File: src/rtl/alu_cmd_issuer_pkg.sv
// ---------------------------------------------------------------------------
// alu_pkg
//   Shared definitions for the ALU command issuer: the fixed ALU function
//   encoding, the function-code width, and a decode helper that reports
//   whether a function code names a defined ALU operation.
//
//   Function encoding:
//     0000 add    0001 sub    0010 eq (1/0)    0011 unsigned less-than (1/0)
//     0101 and    0110 or     0111 xor
//     anything else: the ALU returns 0
// ---------------------------------------------------------------------------
package alu_pkg;

  localparam int ALU_FUNC_W = 4;

  localparam logic [ALU_FUNC_W-1:0] ALU_ADD = 4'b0000;
  localparam logic [ALU_FUNC_W-1:0] ALU_SUB = 4'b0001;
  localparam logic [ALU_FUNC_W-1:0] ALU_EQ  = 4'b0010;
  localparam logic [ALU_FUNC_W-1:0] ALU_LTU = 4'b0011;
  localparam logic [ALU_FUNC_W-1:0] ALU_AND = 4'b0101;
  localparam logic [ALU_FUNC_W-1:0] ALU_OR  = 4'b0110;
  localparam logic [ALU_FUNC_W-1:0] ALU_XOR = 4'b0111;

  // True for the seven defined operations; 0100 and every 1xxx code are
  // undefined and make the ALU return 0.
  function automatic logic is_legal_func(input logic [ALU_FUNC_W-1:0] func);
    logic legal;
    legal = 1'b0;
    case (func)
      ALU_ADD, ALU_SUB, ALU_EQ, ALU_LTU,
      ALU_AND, ALU_OR,  ALU_XOR: legal = 1'b1;
      default:                   legal = 1'b0;
    endcase
    return legal;
  endfunction

endpackage

File: src/rtl/alu_cmd_issuer_if.sv
// ---------------------------------------------------------------------------
// alu_cmd_issuer_if
//   Bundles the three buses around the ALU command issuer:
//     cmd_*  : command producer -> issuer  (valid/ready)
//     alu_*  : issuer <-> external combinational ALU (a, b, func out; y in)
//     rsp_*  : issuer -> result consumer   (valid/ready)
//
//   Handshake rule for both cmd and rsp: a transfer happens at a rising clock
//   edge where valid and ready are both high. The source must hold valid and
//   its payload stable until that edge; ready may change freely and is never
//   allowed to depend combinationally on valid from the same side.
//
//   Modports:
//     master : the issuer (drives cmd_ready, alu_a/b/func, rsp_*)
//     slave  : the environment (producer, ALU, consumer)
// ---------------------------------------------------------------------------
interface alu_cmd_issuer_if #(
  parameter int WIDTH = 32
);
  import alu_pkg::*;

  // command port
  logic                  cmd_valid;
  logic                  cmd_ready;
  logic [ALU_FUNC_W-1:0] cmd_func;
  logic [WIDTH-1:0]      cmd_a;
  logic [WIDTH-1:0]      cmd_b;

  // ALU operand port
  logic [WIDTH-1:0]      alu_a;
  logic [WIDTH-1:0]      alu_b;
  logic [ALU_FUNC_W-1:0] alu_func;
  logic [WIDTH-1:0]      alu_y;

  // response port
  logic                  rsp_valid;
  logic                  rsp_ready;
  logic [WIDTH-1:0]      rsp_y;
  logic [ALU_FUNC_W-1:0] rsp_func;
  logic                  rsp_illegal;

  modport master (
    input  cmd_valid, cmd_func, cmd_a, cmd_b,
    output cmd_ready,
    output alu_a, alu_b, alu_func,
    input  alu_y,
    output rsp_valid, rsp_y, rsp_func, rsp_illegal,
    input  rsp_ready
  );

  modport slave (
    output cmd_valid, cmd_func, cmd_a, cmd_b,
    input  cmd_ready,
    input  alu_a, alu_b, alu_func,
    output alu_y,
    input  rsp_valid, rsp_y, rsp_func, rsp_illegal,
    output rsp_ready
  );

endinterface

File: src/rtl/alu_cmd_issuer_cmd_fifo.sv
// ---------------------------------------------------------------------------
// cmd_fifo
//   Synchronous FIFO holding packed ALU commands.
//
//   Parameters:
//     DW    : entry width in bits
//     DEPTH : number of entries (power of two, >= 2)
//
//   Ports:
//     clk, rst : rising-edge clock, asynchronous active-high reset
//     push     : write wdata (ignored when full)
//     wdata    : entry to write
//     pop      : discard the head entry (ignored when empty)
//     rdata    : current head entry (meaningful only when !empty)
//     full     : DEPTH entries held
//     empty    : no entries held
//
//   Pointers carry one extra bit beyond the index: equal pointers mean
//   empty, pointers differing only in that top bit mean full. They wrap
//   naturally on overflow.
// ---------------------------------------------------------------------------
module cmd_fifo #(
  parameter int DW    = 68,
  parameter int DEPTH = 4
) (
  input  logic          clk,
  input  logic          rst,
  input  logic          push,
  input  logic [DW-1:0] wdata,
  input  logic          pop,
  output logic [DW-1:0] rdata,
  output logic          full,
  output logic          empty
);

  localparam int AW = $clog2(DEPTH);

  logic [AW:0]   wptr;
  logic [AW:0]   rptr;
  logic [DW-1:0] mem [DEPTH];

  logic do_push;
  logic do_pop;

  assign do_push = push && !full;
  assign do_pop  = pop && !empty;

  always_ff @(posedge clk or posedge rst) begin
    if (rst) begin
      wptr <= '0;
      rptr <= '0;
    end else begin
      if (do_push) wptr <= wptr + 1'b1;
      if (do_pop)  rptr <= rptr + 1'b1;
    end
  end

  // Storage needs no reset: an entry is only ever read after it was written.
  always_ff @(posedge clk) begin
    if (do_push) mem[wptr[AW-1:0]] <= wdata;
  end

  assign empty = (wptr == rptr);
  assign full  = (wptr[AW] != rptr[AW]) && (wptr[AW-1:0] == rptr[AW-1:0]);
  assign rdata = mem[rptr[AW-1:0]];

endmodule

File: src/rtl/alu_cmd_issuer.sv
// ---------------------------------------------------------------------------
// alu_cmd_issuer
//   Initiator side of an ALU operand interface. Commands {func, a, b} from a
//   valid/ready producer are buffered in a small FIFO, driven one per cycle
//   onto an external combinational ALU, and each ALU result is registered
//   and returned in command order on a valid/ready response port.
//
//   Parameters:
//     WIDTH : operand/result width (must match the interface and the ALU)
//     DEPTH : command FIFO entries (power of two, >= 2)
//
//   Ports:
//     clk  : rising-edge clock
//     rst  : asynchronous active-high reset
//     bus  : alu_cmd_issuer_if.master
//              cmd_valid/cmd_ready/cmd_func/cmd_a/cmd_b   command in
//              alu_a/alu_b/alu_func -> ALU, alu_y <- ALU  operand bus
//              rsp_valid/rsp_ready/rsp_y/rsp_func/
//              rsp_illegal                                response out
//
//   Optional feature (macro ALU_CMD_ISSUER_ILLEGAL_CHK_EN):
//     defined   : rsp_illegal is registered alongside each result and is 1
//                 when the func code is not a defined ALU operation.
//     undefined : rsp_illegal is tied to 0 and no decode logic exists.
//
//   Timing: a command accepted at edge E is issued at E+1 when the response
//   register is free (or being drained), giving one result per cycle while
//   rsp_ready stays high. With rsp_ready low the block absorbs DEPTH+1
//   commands: DEPTH in the FIFO plus one in the response register.
// ---------------------------------------------------------------------------
module alu_cmd_issuer
  import alu_pkg::*;
#(
  parameter int WIDTH = 32,
  parameter int DEPTH = 4
) (
  input  logic             clk,
  input  logic             rst,
  alu_cmd_issuer_if.master bus
);

  localparam int DW = 2 * WIDTH + ALU_FUNC_W;

  // ---------------------------------------------------------------------
  // Command FIFO
  // ---------------------------------------------------------------------
  logic [DW-1:0]         fifo_wdata;
  logic [DW-1:0]         fifo_head;
  logic                  fifo_full;
  logic                  fifo_empty;
  logic                  push;
  logic                  issue;

  logic [ALU_FUNC_W-1:0] head_func;
  logic [WIDTH-1:0]      head_a;
  logic [WIDTH-1:0]      head_b;

  assign fifo_wdata = {bus.cmd_func, bus.cmd_a, bus.cmd_b};

  // cmd_ready looks only at full, so a pop in the same cycle does not open
  // a slot early; there is no bypass path from cmd_* to the ALU.
  assign bus.cmd_ready = !fifo_full;
  assign push          = bus.cmd_valid && !fifo_full;

  cmd_fifo #(
    .DW    (DW),
    .DEPTH (DEPTH)
  ) u_cmd_fifo (
    .clk   (clk),
    .rst   (rst),
    .push  (push),
    .wdata (fifo_wdata),
    .pop   (issue),
    .rdata (fifo_head),
    .full  (fifo_full),
    .empty (fifo_empty)
  );

  assign head_func = fifo_head[DW-1 -: ALU_FUNC_W];
  assign head_a    = fifo_head[2*WIDTH-1 -: WIDTH];
  assign head_b    = fifo_head[WIDTH-1:0];

  // ---------------------------------------------------------------------
  // ALU drive: head of the FIFO, or an add of 0+0 while nothing is queued
  // so the ALU inputs never show stale storage contents.
  // ---------------------------------------------------------------------
  assign bus.alu_a    = fifo_empty ? '0 : head_a;
  assign bus.alu_b    = fifo_empty ? '0 : head_b;
  assign bus.alu_func = fifo_empty ? ALU_ADD : head_func;

  // ---------------------------------------------------------------------
  // Issue / response register
  // ---------------------------------------------------------------------
  logic                  rsp_valid_q;
  logic [WIDTH-1:0]      rsp_y_q;
  logic [ALU_FUNC_W-1:0] rsp_func_q;

  // The response register can take a new result when it is empty or its
  // current result leaves at this same edge.
  assign issue = !fifo_empty && (!rsp_valid_q || bus.rsp_ready);

  always_ff @(posedge clk or posedge rst) begin
    if (rst) begin
      rsp_valid_q <= 1'b0;
      rsp_y_q     <= '0;
      rsp_func_q  <= '0;
    end else if (issue) begin
      rsp_valid_q <= 1'b1;
      rsp_y_q     <= bus.alu_y;
      rsp_func_q  <= head_func;
    end else if (bus.rsp_ready) begin
      // drained with nothing behind it; rsp_y keeps its last value
      rsp_valid_q <= 1'b0;
    end
  end

  assign bus.rsp_valid = rsp_valid_q;
  assign bus.rsp_y     = rsp_y_q;
  assign bus.rsp_func  = rsp_func_q;

`ifdef ALU_CMD_ISSUER_ILLEGAL_CHK_EN
  logic rsp_illegal_q;

  // Undefined codes still go to the ALU (which returns 0); the flag only
  // tells the consumer that the zero is not an arithmetic result.
  always_ff @(posedge clk or posedge rst) begin
    if (rst) begin
      rsp_illegal_q <= 1'b0;
    end else if (issue) begin
      rsp_illegal_q <= !is_legal_func(head_func);
    end
  end

  assign bus.rsp_illegal = rsp_illegal_q;
`else
  assign bus.rsp_illegal = 1'b0;
`endif

endmodule

File: src/flat_wrapper.sv
// flat-port wrapper written by rule: the top's interface ports become plain ports
module alu_cmd_issuer_flat import alu_pkg::*;
#(
  parameter int WIDTH = 32,
  parameter int DEPTH = 4
)
  (clk, rst, bus_cmd_valid, bus_cmd_func, bus_cmd_a, bus_cmd_b, bus_cmd_ready, bus_alu_a, bus_alu_b, bus_alu_func, bus_alu_y, bus_rsp_valid, bus_rsp_y, bus_rsp_func, bus_rsp_illegal, bus_rsp_ready);
  alu_cmd_issuer_if #(.WIDTH(WIDTH)) bus_i ();
  input  logic clk;
  input  logic rst;
  input wire logic [$bits(bus_i.cmd_valid)-1:0] bus_cmd_valid;
  input wire logic [$bits(bus_i.cmd_func)-1:0] bus_cmd_func;
  input wire logic [$bits(bus_i.cmd_a)-1:0] bus_cmd_a;
  input wire logic [$bits(bus_i.cmd_b)-1:0] bus_cmd_b;
  output wire logic [$bits(bus_i.cmd_ready)-1:0] bus_cmd_ready;
  output wire logic [$bits(bus_i.alu_a)-1:0] bus_alu_a;
  output wire logic [$bits(bus_i.alu_b)-1:0] bus_alu_b;
  output wire logic [$bits(bus_i.alu_func)-1:0] bus_alu_func;
  input wire logic [$bits(bus_i.alu_y)-1:0] bus_alu_y;
  output wire logic [$bits(bus_i.rsp_valid)-1:0] bus_rsp_valid;
  output wire logic [$bits(bus_i.rsp_y)-1:0] bus_rsp_y;
  output wire logic [$bits(bus_i.rsp_func)-1:0] bus_rsp_func;
  output wire logic [$bits(bus_i.rsp_illegal)-1:0] bus_rsp_illegal;
  input wire logic [$bits(bus_i.rsp_ready)-1:0] bus_rsp_ready;
  assign bus_i.cmd_valid = bus_cmd_valid;
  assign bus_i.cmd_func = bus_cmd_func;
  assign bus_i.cmd_a = bus_cmd_a;
  assign bus_i.cmd_b = bus_cmd_b;
  assign bus_cmd_ready = bus_i.cmd_ready;
  assign bus_alu_a = bus_i.alu_a;
  assign bus_alu_b = bus_i.alu_b;
  assign bus_alu_func = bus_i.alu_func;
  assign bus_i.alu_y = bus_alu_y;
  assign bus_rsp_valid = bus_i.rsp_valid;
  assign bus_rsp_y = bus_i.rsp_y;
  assign bus_rsp_func = bus_i.rsp_func;
  assign bus_rsp_illegal = bus_i.rsp_illegal;
  assign bus_i.rsp_ready = bus_rsp_ready;
  alu_cmd_issuer #(.WIDTH(WIDTH), .DEPTH(DEPTH)) u_core (.clk(clk), .rst(rst), .bus(bus_i));
endmodule
File: config.mk
export PLATFORM = sky130hd
export DESIGN_NAME = alu_cmd_issuer_flat
export DESIGN_NICKNAME = d
export VERILOG_FILES = /design/src/rtl/alu_cmd_issuer_pkg.sv /design/src/rtl/alu_cmd_issuer_if.sv /design/src/rtl/alu_cmd_issuer_cmd_fifo.sv /design/src/rtl/alu_cmd_issuer.sv /design/src/flat_wrapper.sv
export SDC_FILE = /design/constraint.sdc
export NUM_CORES = 1
export LEC_CHECK = 0
export ABC_AREA = 0
export CAP_MARGIN = 20
export CORE_MARGIN = 1.5
export CORE_UTILIZATION = 53
export DETAILED_ROUTE_END_ITERATION = 8
export PLACE_DENSITY = 0.79
export SYNTH_ARGS = -nofsm -noshare
export SYNTH_HDL_FRONTEND = slang
export SYNTH_SLANG_ARGS = --single-unit
export TNS_END_PERCENT = 5
File: constraint.sdc
create_clock -name clk -period 6.2 [get_ports clk]
set_clock_uncertainty 0.2 [all_clocks]
set_input_delay 1.24 -clock clk [delete_from_list [all_inputs] [get_ports clk]]
set_output_delay 1.24 -clock clk [all_outputs]
set_load 0.005 [all_outputs]
==> results.yml, run 1 <==
floorplanning:
  die_w_um: 154
  die_height_um: 154
  die-area_sq_um: 23800
  initial_core_util_pct: 53.8
  core_area_sq_um: 22500
  rows: 55
  num_io_pins: 211
sta:
  tns_ns: 0
  fin_crit_sh_pct: 76.2
  finalWorstSetupSlack_ns: 1.47
  whs_ns: 0.292
  fin_crit_ns: 4.73
  slew_violations: 0
  setup_viol: 0
  clock.fmax_mhz: 212
  relSlewSlack_pct: 26.3
  rsz0062_at_grt: "false"
  worstMarginPinSlew_ns: 1.10
  finalHoldViolations: 0
clocking:
  cts_hold_buf: 0
  clkTransAtPathRegs_ns: 0.06
  clockBufferDepth: 3
  ctsResizeCount: 0
  cts_max_level: 1
  cts_root_buf: "clkbuf_16"
  tritoncts: "done"
  post_cts_buffers: 0
  insertion_delay_ns: 0.53
  cts_buffers: 31
  numClockSinks: 315
detailed_routing:
  first_pass_iters: 6
  drt_iter0_drc: 352
  routed_wl_um: 23700
  drc: 0
  antenna_left: 0
  dr_total_vias: 6001
  routedWlPerCell_um: 22.0
  post_drt_via_cell_ratio: 5.56
global_route:
  gr-usage-all-layers_pct: 19.9
  grt_max_degree: 70
  antenna_found_initial: 1
  grt_pass1_vias: 6501
  grt_pass1_wl_um: 36300
  grt_overflow: 0
synth:
  synth_edf_count: 272
  synth_most_common_cell: "edfxtp_1"
  synth_area_sq_um: 12100
  ys.flop_type: "edfxtp_1"
  synth_nets: 657
  yosys_register_bits: 315
  syn_avg_cell_area_sq_um: 22.1
  async_reset_ff_share_pct: 13.7
  yosys-top-cells-count: "272 x edfxtp_1, 68 x mux4_2, 68 x nor2b_1, 43 x dfrtp_1, 20 x mux2_4"
  synthCells: 548
  ys_types: 24
  ys_seq_area_share_pct: 76.4
  yosys_warnings: 0
  ys_top_cells_by_area: "edfxtp_1 67%, mux4_2 13%, dfrtp_1 8.9%, nor2b_1 3.5%, mux2_4 2.5%"
  synth_top_area_share_pct: 67.5
  synth_top_area_cell: "edfxtp_1"
critical_path:
  critPathKind: "flip-flop to output port"
  cp-start-kind: "flip-flop"
  critical_path.max_stage_delay_ns: 1.03
  required_ns: 4.76
  rr_worst_depth: 4
  worstPathCellList: "xor2_1 > nor3_4 > buf_4 > nor2b_1 > clkdlybuf4s50_1"
  cp_max_fo: 51
  crit_path_top_delay_cell: "dfrtp_4"
  critPathTopFamily: "flip-flops"
  end_kind: "output port"
  arrival_ns: 3.29
  cp.depth: 5
  critPathBufInv: 2
placement:
  hpwl_um: 13800
  place_area_sq_um: 14500
  gp_congestion: 0.771
  place_ws_ns: 1.92
  portBuffers: 209
pwr:
  vdd_ir_drop_max_mv: 0.349
  powerDensity_nw_per_um2: 533
  leakagePower_uw: 0.00530
layout:
  fin_util_pct: 68.8
  final_nets: 880
  drive_gt1_share_pct: 20.9
  design_area_sq_um: 15500
  synthToLayoutAreaGrowth_pct: 28.0
  n_antenna_cell: 0
hold_path:
  holdPathStages: 1
  worst_hold_path_type: "flip-flop to flip-flop"
run_status:
  outcome: "completed"
job:
  drv_cap: 0
==> power breakdown <==
group	switching, uW	internal [uW]
registers	297	2920
clock network	730	1030
logic	1310	1960
==> final cells by class <==
type                            instances  area [sq um]
Sequential cell                       315          9250
Clock buffer                           37           798
Inverter                                4          15.0
Clock inverter                         19           166
Multi-Input combinational cell        201          2710
Fill cell                            1422          7010
Timing Repair Buffer                  218          2190
Tap cell                              285           357
==> worst paths after layout <==
kind	startpoint	end	slack (ns)
max in group asynchronous	rst	u_core.u_cmd_fifo.rptr[1]	4.44
max	u_core.u_cmd_fifo.rptr[0]	bus_alu_a[20]	1.47
min reg2reg	u_core.u_cmd_fifo.wptr[2]	u_core.u_cmd_fifo.wptr[2]	0.29
min in group asynchronous	rst	u_core.bus.rsp_func[2]	0.95
max reg2reg	u_core.u_cmd_fifo.rptr[1]	u_core.u_cmd_fifo.mem[1][15]	2.49
min	u_core.u_cmd_fifo.wptr[2]	u_core.u_cmd_fifo.wptr[2]	0.29
==> cell usage in the layout (no fill, tap or decap) <==
master / count
and2_4: 3
dfrtp_1: 41
o31a_2: 1
mux2_2: 18
mux4_2: 68
nand2b_1: 1
inv_1: 4
nand2_1: 2
buf_16: 1
bufinv_16: 3
dfrtp_4: 2
ha_1: 5
a31oi_4: 1
clkbuf_16: 31
nor3_4: 1
xnor2_1: 4
clkinv_2: 7
a31oi_1: 1
clkinvlp_4: 2
edfxtp_1: 272
conb_1: 1
clkinv_1: 7
mux2_4: 20
o311ai_0: 1
buf_12: 1
nor2b_1: 68
clkdlybuf4s50_1: 209
clkbuf_1: 6
xor2_1: 5
nand3_1: 1
buf_4: 7
==> logic make-up (layout without fill, tap and decap cells) <==
kind of cell               Yosys count  after routing  share of synthesized area, %
other                                1              1                        0.0310
adders and majority gates            5              5                         0.517
buffers and inverters               32            278                          1.46
muxes                              106            106                          16.8
and+or+nand+nor                     76             76                          3.91
AOI/OAI and AO/OA                    4              4                         0.248
DFF                                315            315                          76.4
xor gates and xnor gates             9              9                         0.651
==> worst register-to-register path, stage by stage (launching register included) <==
cell and delay [ns]:
dfrtp_4 0.69, buf_4 0.65, xnor2_1 0.28, a31oi_1 0.49
and2_4 0.96
==> layer usage <==
metal	track usage (%)	share of wire (%)	wire, um	up-vias
met3	5.67	8.1	1910	30
li1	-	-	-	2629
met5	0	0.046	11	-
met2	34.1	50	11900	220
met1	25.5	40	9570	3120
met4	4.58	1.4	340	2
==> stage by stage <==
step	power, uW	std cells
floorplan	4870	548
global placement	6450	1021
detailed placement	6540	1021
CTS	8350	1077
global route	8670	1079
finish	8250	1079
==> sequential cells by signal (all words and copies together), names as in the netlist <==
register / cells
u_core.u_cmd_fifo.wptr: 3
u_core.u_cmd_fifo.mem: 272
u_core.bus.rsp_y: 32
u_core.u_cmd_fifo.rptr: 3
u_core.bus.rsp_func: 4
u_core.bus.rsp_valid: 1
(Power assumes the default switching activity.)
==> run 2, diff against run 1 <==
- clock period: 6.2 -> 4.8 ns (I/O delays scaled with it)
==> run 2 against run 1 <==
Effect of this change: sequential power rose by 29%; global-route usage is 0.25 points higher; critical path depth decreased by 1; critical endpoint is now bus_alu_a[14]; routed wire length down 0.70%; clock power rose by 40%.
==> results.yml, run 2 (same netlist as run 1, synthesis figures left out) <==
run_status:
  outcome: "completed"
clocking:
  clkTransAtPathRegs_ns: 0.06
  ctsResizeCount: 0
  cts_max_level: 2
  cts_root_buf: "clkbuf_16"
  cts_buffers: 34
  insertion_delay_ns: 0.49
  post_cts_buffers: 0
  numClockSinks: 315
  cts_hold_buf: 0
  tritoncts: "done"
  clockBufferDepth: 3
critical_path:
  critPathBufInv: 2
  critPathKind: "flip-flop to output port"
  rr_worst_depth: 4
  r2r_end: "u_core.u_cmd_fifo.mem[1][43]"
  required_ns: 3.64
  cp_max_fo: 28
  rr_startpoint: "u_core.u_cmd_fifo.rptr[0]"
  critPathTopFamily: "buffers and inverters"
  crit_path_top_delay_cell: "dfrtp_4"
  end_kind: "output port"
  worstPathCellList: "buf_4 > mux4_2 > nor2b_1 > clkdlybuf4s50_1"
  cp-start-kind: "flip-flop"
  timing.reg2reg.setup_slack_ns: 1.24
  startpoint: "u_core.u_cmd_fifo.rptr[0]"
  arrival_ns: 2.96
  critical_path.max_stage_delay_ns: 0.78
sta:
  fin_crit_sh_pct: 85.8
  tns_ns: 0
  slew_violations: 0
  rsz0062_at_grt: "false"
  finalWorstSetupSlack_ns: 0.681
  setup_viol: 0
  relSlewSlack_pct: 29.4
  finalHoldViolations: 0
  clock.fmax_mhz: 243
  fin_crit_ns: 4.12
  worstMarginPinSlew_ns: 1.06
floorplanning:
  core_area_sq_um: 22500
  die_height_um: 154
  die-area_sq_um: 23800
  rows: 55
  initial_core_util_pct: 53.8
  die_w_um: 154
  num_io_pins: 211
layout:
  synthToLayoutAreaGrowth_pct: 28.8
  layout_commonest_cell: "edfxtp_1"
  largest_register_ffs: 272
  final_nets: 883
  mostFrequentLayoutCells: "272 x edfxtp_1, 209 x clkdlybuf4s50_1, 68 x mux4_2, 68 x nor2b_1, 41 x dfrtp_1"
  drive_gt1_share_pct: 21.3
detailed_routing:
  drc: 0
  routed-wl-met2_um: 11500
  drt_iter0_drc: 416
  dr_total_vias: 6003
  post_drt_via_cell_ratio: 5.53
  routed_wl_um: 23500
  wl_met1_um: 9780
  first_pass_iters: 4
  routedWlPerCell_um: 21.7
  dr_wl_met3_um: 1870
  dr.max_layer_used: "met4"
  antenna_left: 0
placement:
  portBuffers: 209
  hpwl_um: 14100
  place_ws_ns: 1.12
  gp_congestion: 0.744
hold_path:
  hold_path_end: "u_core.u_cmd_fifo.wptr[2]"
  holdPathStages: 1
  min_from: "u_core.u_cmd_fifo.wptr[2]"
  worst_hold_path_type: "flip-flop to flip-flop"
global_route:
  antenna_found_initial: 1
  grt_pass1_wl_um: 36400
  grt_overflow: 0
  grt_max_degree: 69
  grt_pass1_vias: 6448
  gr-usage-all-layers_pct: 20.2
job:
  drv_cap: 0
pwr:
  vdd_ir_drop_max_mv: 0.405
  p_total_uw: 10800
  leakagePower_uw: 0.00535
  powerDensity_nw_per_um2: 694
[run 2: where the power goes]
part / switching (uW) / total [uW] / internal [uW]
Sequential: 368 / 4140 / 3770
Combinational: 1680 / 4210 / 2530
Clock: 1010 / 2470 / 1460
[run 2: per-layer routing]
| metal | GRT usage [%] | vias to the layer above |
|---|---|---|
| li1 | - | 2650 |
| met1 | 27.3 | 3061 |
| met2 | 33.1 | 258 |
| met3 | 5.36 | 34 |
| met4 | 5.04 | 0 |
| met5 | 0 | - |
[run 2: stage by stage]
stage               cells  cell area (sq um)  hold slack (ns)  util [%]
detailed placement   1022              14500            0.292      64.4
CTS                  1084              15600            0.307      69.2
finish               1086              15600            0.300      69.3
global route         1085              15600            0.317      69.3
floorplan             548              12100            0.260         -
global placement     1022              14500            0.275      64.4
[run 2: worst max-delay path by stage]
| stage | to | slack, ns | depth (start not counted) |
|---|---|---|---|
| after floorplan | u_core.u_cmd_fifo.mem[3][0] | 1.02 | 2 |
| after global placement | bus_alu_a[18] | 1.14 | 4 |
| after detailed placement | bus_alu_a[14] | 1.12 | 4 |
| after CTS | bus_alu_a[14] | 0.58 | 4 |
| after global routing | bus_alu_func[3] | 0.45 | 4 |
| final | bus_alu_a[14] | 0.68 | 4 |
[run 2: area by class of cell]
class	instances	area [sq um]
antenna	1	2.50
clock buffer	47	952
clock inverter	15	116
fill	1401	6910
inverter	4	15.0
multi-input combinational	201	2710
sequential	315	9250
tap	285	357
timing repair buffer	218	2180
